`config.mk`:
```
export PLATFORM = sky130hd
export DESIGN_NAME = rx_deserialiser
export DESIGN_NICKNAME = d
export VERILOG_FILES = /design/src/rtl/rx_deser_pkg.sv /design/src/rtl/rx_deserialiser_parity.sv /design/src/rtl/rx_deserialiser.sv
export SDC_FILE = /design/constraint.sdc
export NUM_CORES = 1
export LEC_CHECK = 0
export ABC_AREA = 1
export CORE_MARGIN = 4
export CORE_UTILIZATION = 40
export CTS_BUF_LIST = sky130_fd_sc_hd__clkbuf_4 sky130_fd_sc_hd__clkbuf_8 sky130_fd_sc_hd__clkbuf_16
export CTS_CLUSTER_SIZE = 20
export DETAILED_ROUTE_END_ITERATION = 10
export PLACE_DENSITY = 0.74
export SLEW_MARGIN = 10
export SYNTH_ARGS = -nofsm -noshare
export SYNTH_HDL_FRONTEND = slang
export SYNTH_SLANG_ARGS = --single-unit
```
`constraint.sdc`:
```
create_clock -name CLK -period 1.2 [get_ports CLK]
set_input_delay 0.24 -clock CLK [delete_from_list [all_inputs] [get_ports CLK]]
set_output_delay 0.24 -clock CLK [all_outputs]
set_load 0.05 [all_outputs]
```
`src/rtl/rx_deser_pkg.sv`:
```
// Shared types and constants for the RX deserialiser.
// Optional parity support is enabled with RX_DESER_PARITY_EN.
package rx_deser_pkg;

  localparam int DATA_W_MIN = 5;
  localparam int DATA_W_MAX = 9;

  localparam logic PAR_EVEN = 1'b0;
  localparam logic PAR_ODD  = 1'b1;

`ifdef RX_DESER_PARITY_EN
  typedef enum logic [1:0] {
    IDLE,
    SHIFT,
    HOLD,
    PARITY
  } rx_state_e;
`else
  typedef enum logic [1:0] {
    IDLE,
    SHIFT,
    HOLD
  } rx_state_e;
`endif

endpackage

```
`src/rtl/rx_deserialiser_parity.sv`:
```
// Parity checker for a received word plus its parity bit.
// Only instantiated when RX_DESER_PARITY_EN is defined.
module rx_parity_chk
  import rx_deser_pkg::*;
#(
  parameter int DATA_W = 8
) (
  input  logic [DATA_W-1:0] data_i,
  input  logic              par_typ_i,
  input  logic              par_bit_i,
  output logic              err_o
);

  logic exp_bit;

  assign exp_bit = (par_typ_i == PAR_ODD) ? ~^data_i : ^data_i;
  assign err_o   = (exp_bit != par_bit_i);

endmodule

```
`src/rtl/rx_deserialiser.sv`:
```
// Serial-to-parallel frame receiver sampled on qualified bit ticks.
// Define RX_DESER_PARITY_EN to add a trailing parity bit and PAR_ERR.
module rx_deserialiser
  import rx_deser_pkg::*;
#(
  parameter int DATA_W    = 8,
  parameter bit MSB_FIRST = 1'b0
) (
  input  logic              CLK,
  input  logic              RST,
  input  logic              SER_DATA,
  input  logic              EN,
  input  logic              RX_tick,
  input  logic              TICK_EN,
`ifdef RX_DESER_PARITY_EN
  input  logic              PAR_TYP,
  output logic              PAR_ERR,
`endif
  output logic [DATA_W-1:0] PARALLEL_DATA,
  output logic              DESER_DONE,
  output logic              DATA_VALID,
  output logic [3:0]        BIT_CNT
);

  localparam logic [3:0] CNT_MAX = 4'(DATA_W);

  rx_state_e         state_q, state_d;
  logic [DATA_W-1:0] sh_q, sh_d, sh_nxt;
  logic [DATA_W-1:0] word_q, word_d;
  logic [3:0]        cnt_q, cnt_d;
  logic              done_q, done_d;
  logic              valid_q, valid_d;
  logic              qtick;

  assign qtick = EN & TICK_EN & RX_tick;

  always_comb begin
    if (MSB_FIRST) sh_nxt = {sh_q[DATA_W-2:0], SER_DATA};
    else           sh_nxt = {SER_DATA, sh_q[DATA_W-1:1]};
  end

`ifdef RX_DESER_PARITY_EN
  logic perr_q, perr_d, perr_calc;

  rx_parity_chk #(
    .DATA_W(DATA_W)
  ) u_par (
    .data_i   (sh_q),
    .par_typ_i(PAR_TYP),
    .par_bit_i(SER_DATA),
    .err_o    (perr_calc)
  );

  assign PAR_ERR = perr_q;
`endif

  always_comb begin
    state_d = state_q;
    sh_d    = sh_q;
    word_d  = word_q;
    cnt_d   = cnt_q;
    done_d  = done_q;
    valid_d = 1'b0;
`ifdef RX_DESER_PARITY_EN
    perr_d  = perr_q;
`endif
    if (!EN) begin
      state_d = IDLE;
      sh_d    = '0;
      cnt_d   = '0;
      done_d  = 1'b0;
`ifdef RX_DESER_PARITY_EN
      perr_d  = 1'b0;
`endif
    end else begin
      unique case (state_q)
        IDLE: begin
          // Arming cycle: a tick coinciding with EN rising is not sampled
          state_d = SHIFT;
          cnt_d   = '0;
        end
        SHIFT: begin
          if (qtick) begin
            sh_d  = sh_nxt;
            cnt_d = cnt_q + 4'd1;
            if (cnt_q == CNT_MAX - 4'd1) begin
`ifdef RX_DESER_PARITY_EN
              state_d = PARITY;
`else
              state_d = HOLD;
              word_d  = sh_nxt;
              done_d  = 1'b1;
              valid_d = 1'b1;
`endif
            end
          end
        end
`ifdef RX_DESER_PARITY_EN
        PARITY: begin
          if (qtick) begin
            state_d = HOLD;
            word_d  = sh_q;
            done_d  = 1'b1;
            valid_d = 1'b1;
            perr_d  = perr_calc;
          end
        end
`endif
        HOLD: begin
          state_d = HOLD;
        end
        default: begin
          state_d = IDLE;
        end
      endcase
    end
  end

  always_ff @(posedge CLK or negedge RST) begin
    if (!RST) begin
      state_q <= IDLE;
      sh_q    <= '0;
      word_q  <= '0;
      cnt_q   <= '0;
      done_q  <= 1'b0;
      valid_q <= 1'b0;
    end else begin
      state_q <= state_d;
      sh_q    <= sh_d;
      word_q  <= word_d;
      cnt_q   <= cnt_d;
      done_q  <= done_d;
      valid_q <= valid_d;
    end
  end

`ifdef RX_DESER_PARITY_EN
  always_ff @(posedge CLK or negedge RST) begin
    if (!RST) perr_q <= 1'b0;
    else      perr_q <= perr_d;
  end
`endif

  assign PARALLEL_DATA = word_q;
  assign DESER_DONE    = done_q;
  assign DATA_VALID    = valid_q;
  assign BIT_CNT       = cnt_q;

endmodule

```
==> impl_metrics.csv, run 1 <==
group,metric,value,unit
flow_run,max-cap-violations,0,
cells_and_area,area_delta_synth_final,68.5,%
route,dr.first_iter.drc_count,18,
cts,clkTransAtPathRegs,0.13,ns
cts,cts-buffers-inserted,3,
critical_path,ff2ff_setup_slack,-0.08,ns
critical_path,crit_family,"simple AND/OR/NAND/NOR gates",
die,dieArea,3650,um2
logic_synthesis,post_synth_xor_area_fraction,0,%
logic_synthesis,synth_cell_types,17,
critical_path,path_max_fanout,5,
logic_synthesis,syn_area,1100,um2
sta,max_freq,779,MHz
sta,min_period,1.28,ns
die,die_w,60.4,um
cells_and_area,antenna_cells,0,
sta,rsz0062_at_grt,"yes",
route,drt-wirelength-per-cell,14.2,um
route,wirelength,2870,um
critical_path,crit_path_max_incr_delay,0.41,ns
sta,finClkSkew,0.00369,ns
grt,grt.total_usage,17.9,%
logic_synthesis,syn_inst,126,
critical_path,crit_buf_inv,1,
outcome,status,"complete, but fails checks",
power_and_ir_drop,peakVddDrop,887,uV
sta,worst-slew-pin-transition,0.338,ns
critical_path,cp_cell_sequence,"buf_6 > ha_4 > nand2_4 > nor2_4 > nand2_4 > nor2_8 > nand2_1 > nand2_1",
cts,cts_root_buf,"clkbuf_4",
logic_synthesis,synthAdderAreaFrac,3.41,%
critical_path,worstPathRequired,1.47,ns
critical_path,worstSetupPathType,"reg -> reg",
cells_and_area,drive_gt1_share,45.7,%
worst_hold_path,hold_class,"in -> async",
sta,final-setup-viol-count,21,
critical_path,r2r-end,"PARALLEL_DATA[7]",
route,ant_nets,0,
cells_and_area,fin_nets,183,
die,die_h,60.4,um
cts,cts-hold-fix-buffers,0,
route,via_per_inst,4.86,
grt,grt_max_degree,24,
logic_synthesis,synth-simple-area-share,38.5,%
grt,grt_pass1_wl,4670,um
sta,worst_slack,-0.0843,ns
grt,overflow,0,
logic_synthesis,synth_top_family_by_area,"simple AND/OR/NAND/NOR gates",
logic_synthesis,syn_nets,135,
logic_synthesis,synth_compound_area_share,0.910,%
logic_synthesis,synth-seq-cells,23,
critical_path,reg2reg_depth,8,
logic_synthesis,synth_mux_area_share,0,%
placement,port_buffers,19,
route,vias,987,
route,post-route-drc-count,0,
grt,grt_pass1_vias,980,
die,core-area,2540,um2
critical_path,startpoint_type,"flip-flop",
die,start_util,43.2,%
outcome,violations,"setup timing",
critical_path,cpMaxStageDelayCell,"dfrtp_2",
cts,cts_buffer_depth,2,
sta,relSlewSlack,77.5,%
logic_synthesis,ys_warn_count,0,
critical_path,crit_path_end_kind,"flip-flop",
critical_path,r2r-start,"BIT_CNT[0]",
cells_and_area,final_core_util,72.8,%
power_and_ir_drop,leakage,0.00107,uW
placement,hpwl,1760,um
logic_synthesis,synth.avg_cell_area,8.73,um2
sta,min_period_over_period,107,%
cts,cts_htree_levels,1,
cts,clock_latency,0.32,ns
sta,slew_violations,0,
sta,finalSetupTns,-0.971,ns
cts,cts_sinks,23,
logic_synthesis,synth-seq-area-share,52.3,%
cts,cts_tree,"yes",
critical_path,cp_data_arrival_time,1.55,ns
power_and_ir_drop,power_density,949,nW/um2
placement,globalplace.congestion,0.785,
grt,antenna_found_initial,0,
die,rows,18,
route,drtPass1Iterations,4,
sta,hold_viol,0,
die,ios,20,
## sequential cells by signal, indices dropped and copies added (netlist names)
register / cells
BIT_CNT: 4
DATA_VALID: 1
DESER_DONE: 1
PARALLEL_DATA: 8
sh_q: 7
state_q: 2
## final cells by class
class | count | area [um2]
inverter | 11 | 43.8
clock buffer | 4 | 30.0
tap | 30 | 37.5
sequential | 23 | 579
timing repair buffer | 44 | 576
multi-input combinational | 91 | 587
fill | 171 | 692
## logic make-up after synthesis
logic type	Yosys count
AOI/OAI and AO/OA	2
and+or+nand+nor	85
DFF	23
adders and majority gates	3
buffers and inverters	13
## cell usage in the layout, fill, tap and decap left out, types with 3 or more instances in the layout
cell	Yosys	layout
dfrtp_1	23	20
nand3_1	11	10
nand2_4	2	9
clkbuf_4	0	4
buf_12	0	16
nand2_2	3	11
dfrtp_2	0	3
clkdlybuf4s50_1	0	4
buf_4	1	14
buf_6	0	9
nand2_1	61	46
inv_1	10	8
## synthesized netlist by cell type
| master | n | share of area (%) |
|---|---|---|
| nand2_1 | 61 | 21 |
| nand4_2 | 1 | 1.1 |
| nor2_4 | 1 | 1.0 |
| inv_2 | 1 | 0.34 |
| nand3_4 | 1 | 1.6 |
| buf_4 | 1 | 0.68 |
| buf_2 | 1 | 0.45 |
| dfrtp_1 | 23 | 52 |
| nand2_2 | 3 | 1.7 |
| o21ai_1 | 2 | 0.91 |
| nand4_1 | 2 | 1.1 |
| nand2_4 | 2 | 2.0 |
| ha_1 | 3 | 3.4 |
| nor2_8 | 2 | 3.6 |
| nand3_1 | 11 | 5.0 |
| nor2_1 | 1 | 0.34 |
| inv_1 | 10 | 3.4 |
## power breakdown
group | total [uW] | switching, uW | internal [uW]
Clock | 397 | 243 | 153
Sequential | 839 | 31.3 | 808
Combinational | 523 | 278 | 244
Total | 1760 | 553 | 1210
## worst max-delay path by stage
stage                           from  depth (start not counted)  slack [ns]          endpoint
after floorplan           BIT_CNT[0]                          7       -0.12  PARALLEL_DATA[0]
after global placement            EN                          6       -0.35  PARALLEL_DATA[6]
after detailed placement          EN                          6       -0.39  PARALLEL_DATA[7]
after CTS                 BIT_CNT[2]                          2       -0.07        BIT_CNT[2]
after global routing      state_q[1]                          7       -0.17  PARALLEL_DATA[3]
final                     BIT_CNT[0]                          8       -0.08  PARALLEL_DATA[7]
## routing by layer
layer	part of all wire (%)	global-route usage [%]
met5	0	0
met1	41	21.2
met2	53	30.7
met4	2.1	8.36
met3	3.1	4.04
## per-stage QoR
| step | power [uW] | setup WS (ns) | cell area [um2] | instances | hold slack [ns] |
|---|---|---|---|---|---|
| final | 1760 | -0.0843 | 1850 | 203 | 0.237 |
| after global routing | 1850 | -0.167 | 1850 | 203 | 0.236 |
| after CTS | 1710 | -0.0712 | 1750 | 200 | 0.238 |
| after detailed placement | 1270 | -0.392 | 1620 | 187 | 0.479 |
| after global placement | 1250 | -0.355 | 1620 | 187 | 0.467 |
| after floorplan | 1090 | -0.117 | 1130 | 126 | -0.0556 |
## repair_timing
action	4_1_cts	5_1_grt
pin swaps	2	14
setup buffers	8	3
gates resized for setup	11	25
endpoints found under the setup margin	23	26
cloned	1	0
No activity file was read; power rests on OpenSTA's default activity.
==> run 2: changes to the inputs <==
--- a/config.mk
+++ b/config.mk
@@ -15,4 +15,5 @@
 export SLEW_MARGIN = 10
 export SYNTH_ARGS = -nofsm -noshare
 export SYNTH_HDL_FRONTEND = slang
+export SYNTH_HIERARCHICAL = 1
 export SYNTH_SLANG_ARGS = --single-unit
==> results of run 2 <==
Final layout, timing and power as in run 1 (identical DEF).
Main changes from that run: Yosys warning count 0 -> 6
==> run 3: changes to the inputs <==
--- a/config.mk
+++ b/config.mk
@@ -12,6 +12,7 @@
 export CTS_CLUSTER_SIZE = 20
 export DETAILED_ROUTE_END_ITERATION = 10
 export PLACE_DENSITY = 0.74
+export RECOVER_POWER = 50
 export SLEW_MARGIN = 10
 export SYNTH_ARGS = -nofsm -noshare
 export SYNTH_HDL_FRONTEND = slang
==> impl_metrics.csv, run 3 <==
group,metric,value,unit
sta,rsz0062_at_grt,"yes",
route,via_per_inst,4.86,
power_and_ir_drop,peakVddDrop,887,uV
die,core-area,2540,um2
sta,slew_violations,0,
logic_synthesis,yosysMostFrequentCell,"nand2_1",
logic_synthesis,synth_top_area_cell,"dfrtp_1",
critical_path,worstPathRequired,1.47,ns
critical_path,path_max_fanout,5,
logic_synthesis,synth_top_family_by_area,"simple AND/OR/NAND/NOR gates",
die,die_h,60.4,um
placement,globalplace.congestion,0.785,
route,drtPass1Iterations,4,
sta,worst-slew-pin-transition,0.571,ns
grt,met3_usage,4.04,%
power_and_ir_drop,power_density,953,nW/um2
die,start_util,43.2,%
cts,cts_root_buf,"clkbuf_4",
critical_path,startpoint_type,"flip-flop",
logic_synthesis,synth_compound_area_share,0.910,%
logic_synthesis,post_synth_xor_area_fraction,0,%
outcome,violations,"setup timing",
grt,grt_use_met2,30.7,%
sta,relSlewSlack,62.0,%
grt,grt.total_usage,17.9,%
power_and_ir_drop,leakage,0.00106,uW
logic_synthesis,synth-seq-area-share,52.3,%
cells_and_area,largest_reg_flops,8,
route,ant_nets,0,
logic_synthesis,synth_mux_area_share,0,%
logic_synthesis,synth-seq-cells,23,
sta,worst_slack,-0.0843,ns
logic_synthesis,synth_edf_count,0,
sta,finClkSkew,0.00369,ns
logic_synthesis,synth-async-reset-ratio,100,%
outcome,status,"complete, but fails checks",
cells_and_area,antenna_cells,0,
cts,cts_tree,"yes",
grt,grt_max_degree,24,
route,drt-wirelength-per-cell,14.2,um
cts,cts_buffer_depth,2,
logic_synthesis,synth-simple-area-share,38.5,%
logic_synthesis,synthAdderAreaFrac,3.41,%
power_and_ir_drop,fin_total_pwr,1750,uW
logic_synthesis,synth_ff_type,"dfrtp_1",
sta,final-setup-viol-count,21,
cts,cts_htree_levels,1,
critical_path,cp_cell_sequence,"buf_6 > ha_4 > nand2_4 > nor2_4 > nand2_4 > nor2_8 > nand2_1 > nand2_1",
cells_and_area,final_cell_mix,"nand2_1 (46), dfrtp_1 (20), buf_12 (15)",
critical_path,crit_path_end_kind,"flip-flop",
sta,min_period_over_period,107,%
route,vias,987,
placement,port_buffers,19,
logic_synthesis,syn_nets,135,
grt,overflow,0,
sta,finalSetupTns,-0.971,ns
cells_and_area,fin_nets,183,
cts,cts_sinks,23,
cells_and_area,drive_gt1_share,45.7,%
die,dieArea,3650,um2
die,die_w,60.4,um
placement,dp.cells,187,
logic_synthesis,synth.top_cell.area_share,52.3,%
critical_path,worstSetupPathType,"reg -> reg",
worst_hold_path,hold_class,"in -> async",
cells_and_area,area_delta_synth_final,67.1,%
logic_synthesis,yosys-top-cells-count,"nand2_1 (61), dfrtp_1 (23), nand3_1 (11)",
critical_path,cpMaxStageDelayCell,"dfrtp_2",
sta,max_freq,779,MHz
route,dr.first_iter.drc_count,18,
critical_path,ff2ff_setup_slack,-0.08,ns
grt,grt_pass1_vias,980,
cts,cts-buffers-inserted,3,
route,post-route-drc-count,0,
logic_synthesis,synth_cell_types,17,
grt,grt_pass1_wl,4670,um
die,rows,18,
sta,hold_viol,0,
placement,hpwl,1760,um
die,ios,20,
logic_synthesis,syn_inst,126,
grt,met1_usage,21.2,%
grt,antenna_found_initial,0,
route,wirelength,2880,um
critical_path,cp_data_arrival_time,1.55,ns
logic_synthesis,ys_warn_count,6,
sta,min_period,1.28,ns
cts,clkTransAtPathRegs,0.13,ns
logic_synthesis,synth.avg_cell_area,8.73,um2
cts,clock_latency,0.32,ns
cells_and_area,layout_commonest_cell,"nand2_1",
flow_run,max-cap-violations,0,
logic_synthesis,syn_area,1100,um2
cells_and_area,stdcell_count,203,
critical_path,crit_path_max_incr_delay,0.41,ns
logic_synthesis,synth_area_leaders,"dfrtp_1 (52%), nand2_1 (21%), nand3_1 (5.0%), nor2_8 (3.6%), ha_1 (3.4%)",
grt,grt-busiest-layer,"met2",
[run 3: power breakdown]
group | internal, uW | total [uW] | switching [uW]
logic | 238 | 516 | 277
clock network | 153 | 397 | 243
registers | 808 | 839 | 31.3
total | 1200 | 1750 | 552
[run 3: area by class of cell]
cell class	count	area (um2)
clock buffers	4	30.0
fillers	173	707
inverters	11	43.8
multi-input cells	91	587
flip-flops and latches	23	579
well taps	30	37.5
repair buffers	44	561
[run 3: cells by family (layout without fill, tap and decap cells)]
kind of cell    count (synthesis)  count (layout)
simple gates                   85              86
fa+ha+maj                       3               3
buf+inv                        13              59
compound gates                  2               2
flops                          23              23
[run 3: worst paths after layout]
| path | cells after the start | startpoint | endpoint |
|---|---|---|---|
| min reg2reg | 2 | sh_q[1] | PARALLEL_DATA[0] |
| min | 2 | RST | BIT_CNT[3] |
| min in group CLK | 2 | sh_q[1] | PARALLEL_DATA[0] |
| max in group asynchronous | 2 | RST | BIT_CNT[2] |
| max reg2reg | 8 | BIT_CNT[0] | PARALLEL_DATA[7] |
| max | 8 | BIT_CNT[0] | PARALLEL_DATA[7] |
[run 3: worst max-delay path, delay by kind of cell, from the launching register on]
| kind | cells | cell delay [ns] |
|---|---|---|
| flip-flops | 1 | 0.41 |
| adder cells (fa/ha/maj) | 1 | 0.14 |
| buffers and inverters | 1 | 0.11 |
| AND/OR/NAND/NOR | 6 | 0.56 |
[run 3: per-stage QoR]
step	setup WS, ns	util [%]	hold WS [ns]	area [um2]
after floorplan	-0.117	-	-0.0556	1130
after global placement	-0.355	63.6	0.467	1620
after detailed placement	-0.392	63.6	0.479	1620
after CTS	-0.0712	68.9	0.238	1750
after global routing	-0.167	72.2	0.467	1840
final	-0.0843	72.2	0.414	1840
[run 3: routing by layer]
metal	share of wire, %	wire (um)	vias to the layer above
met2	53	1530	15
met5	0	0	-
met1	41	1190	476
met4	2.1	60	0
li1	-	-	491
met3	3.1	89	5
[run 3: timing repair]
action                     4_1_cts  5_1_grt
pin swaps                        2       14
cloned                           1        0
buffers inserted                 8        3
hold buffers                     0        0
gates resized for setup         11       25
setup endpoints to repair       23       26
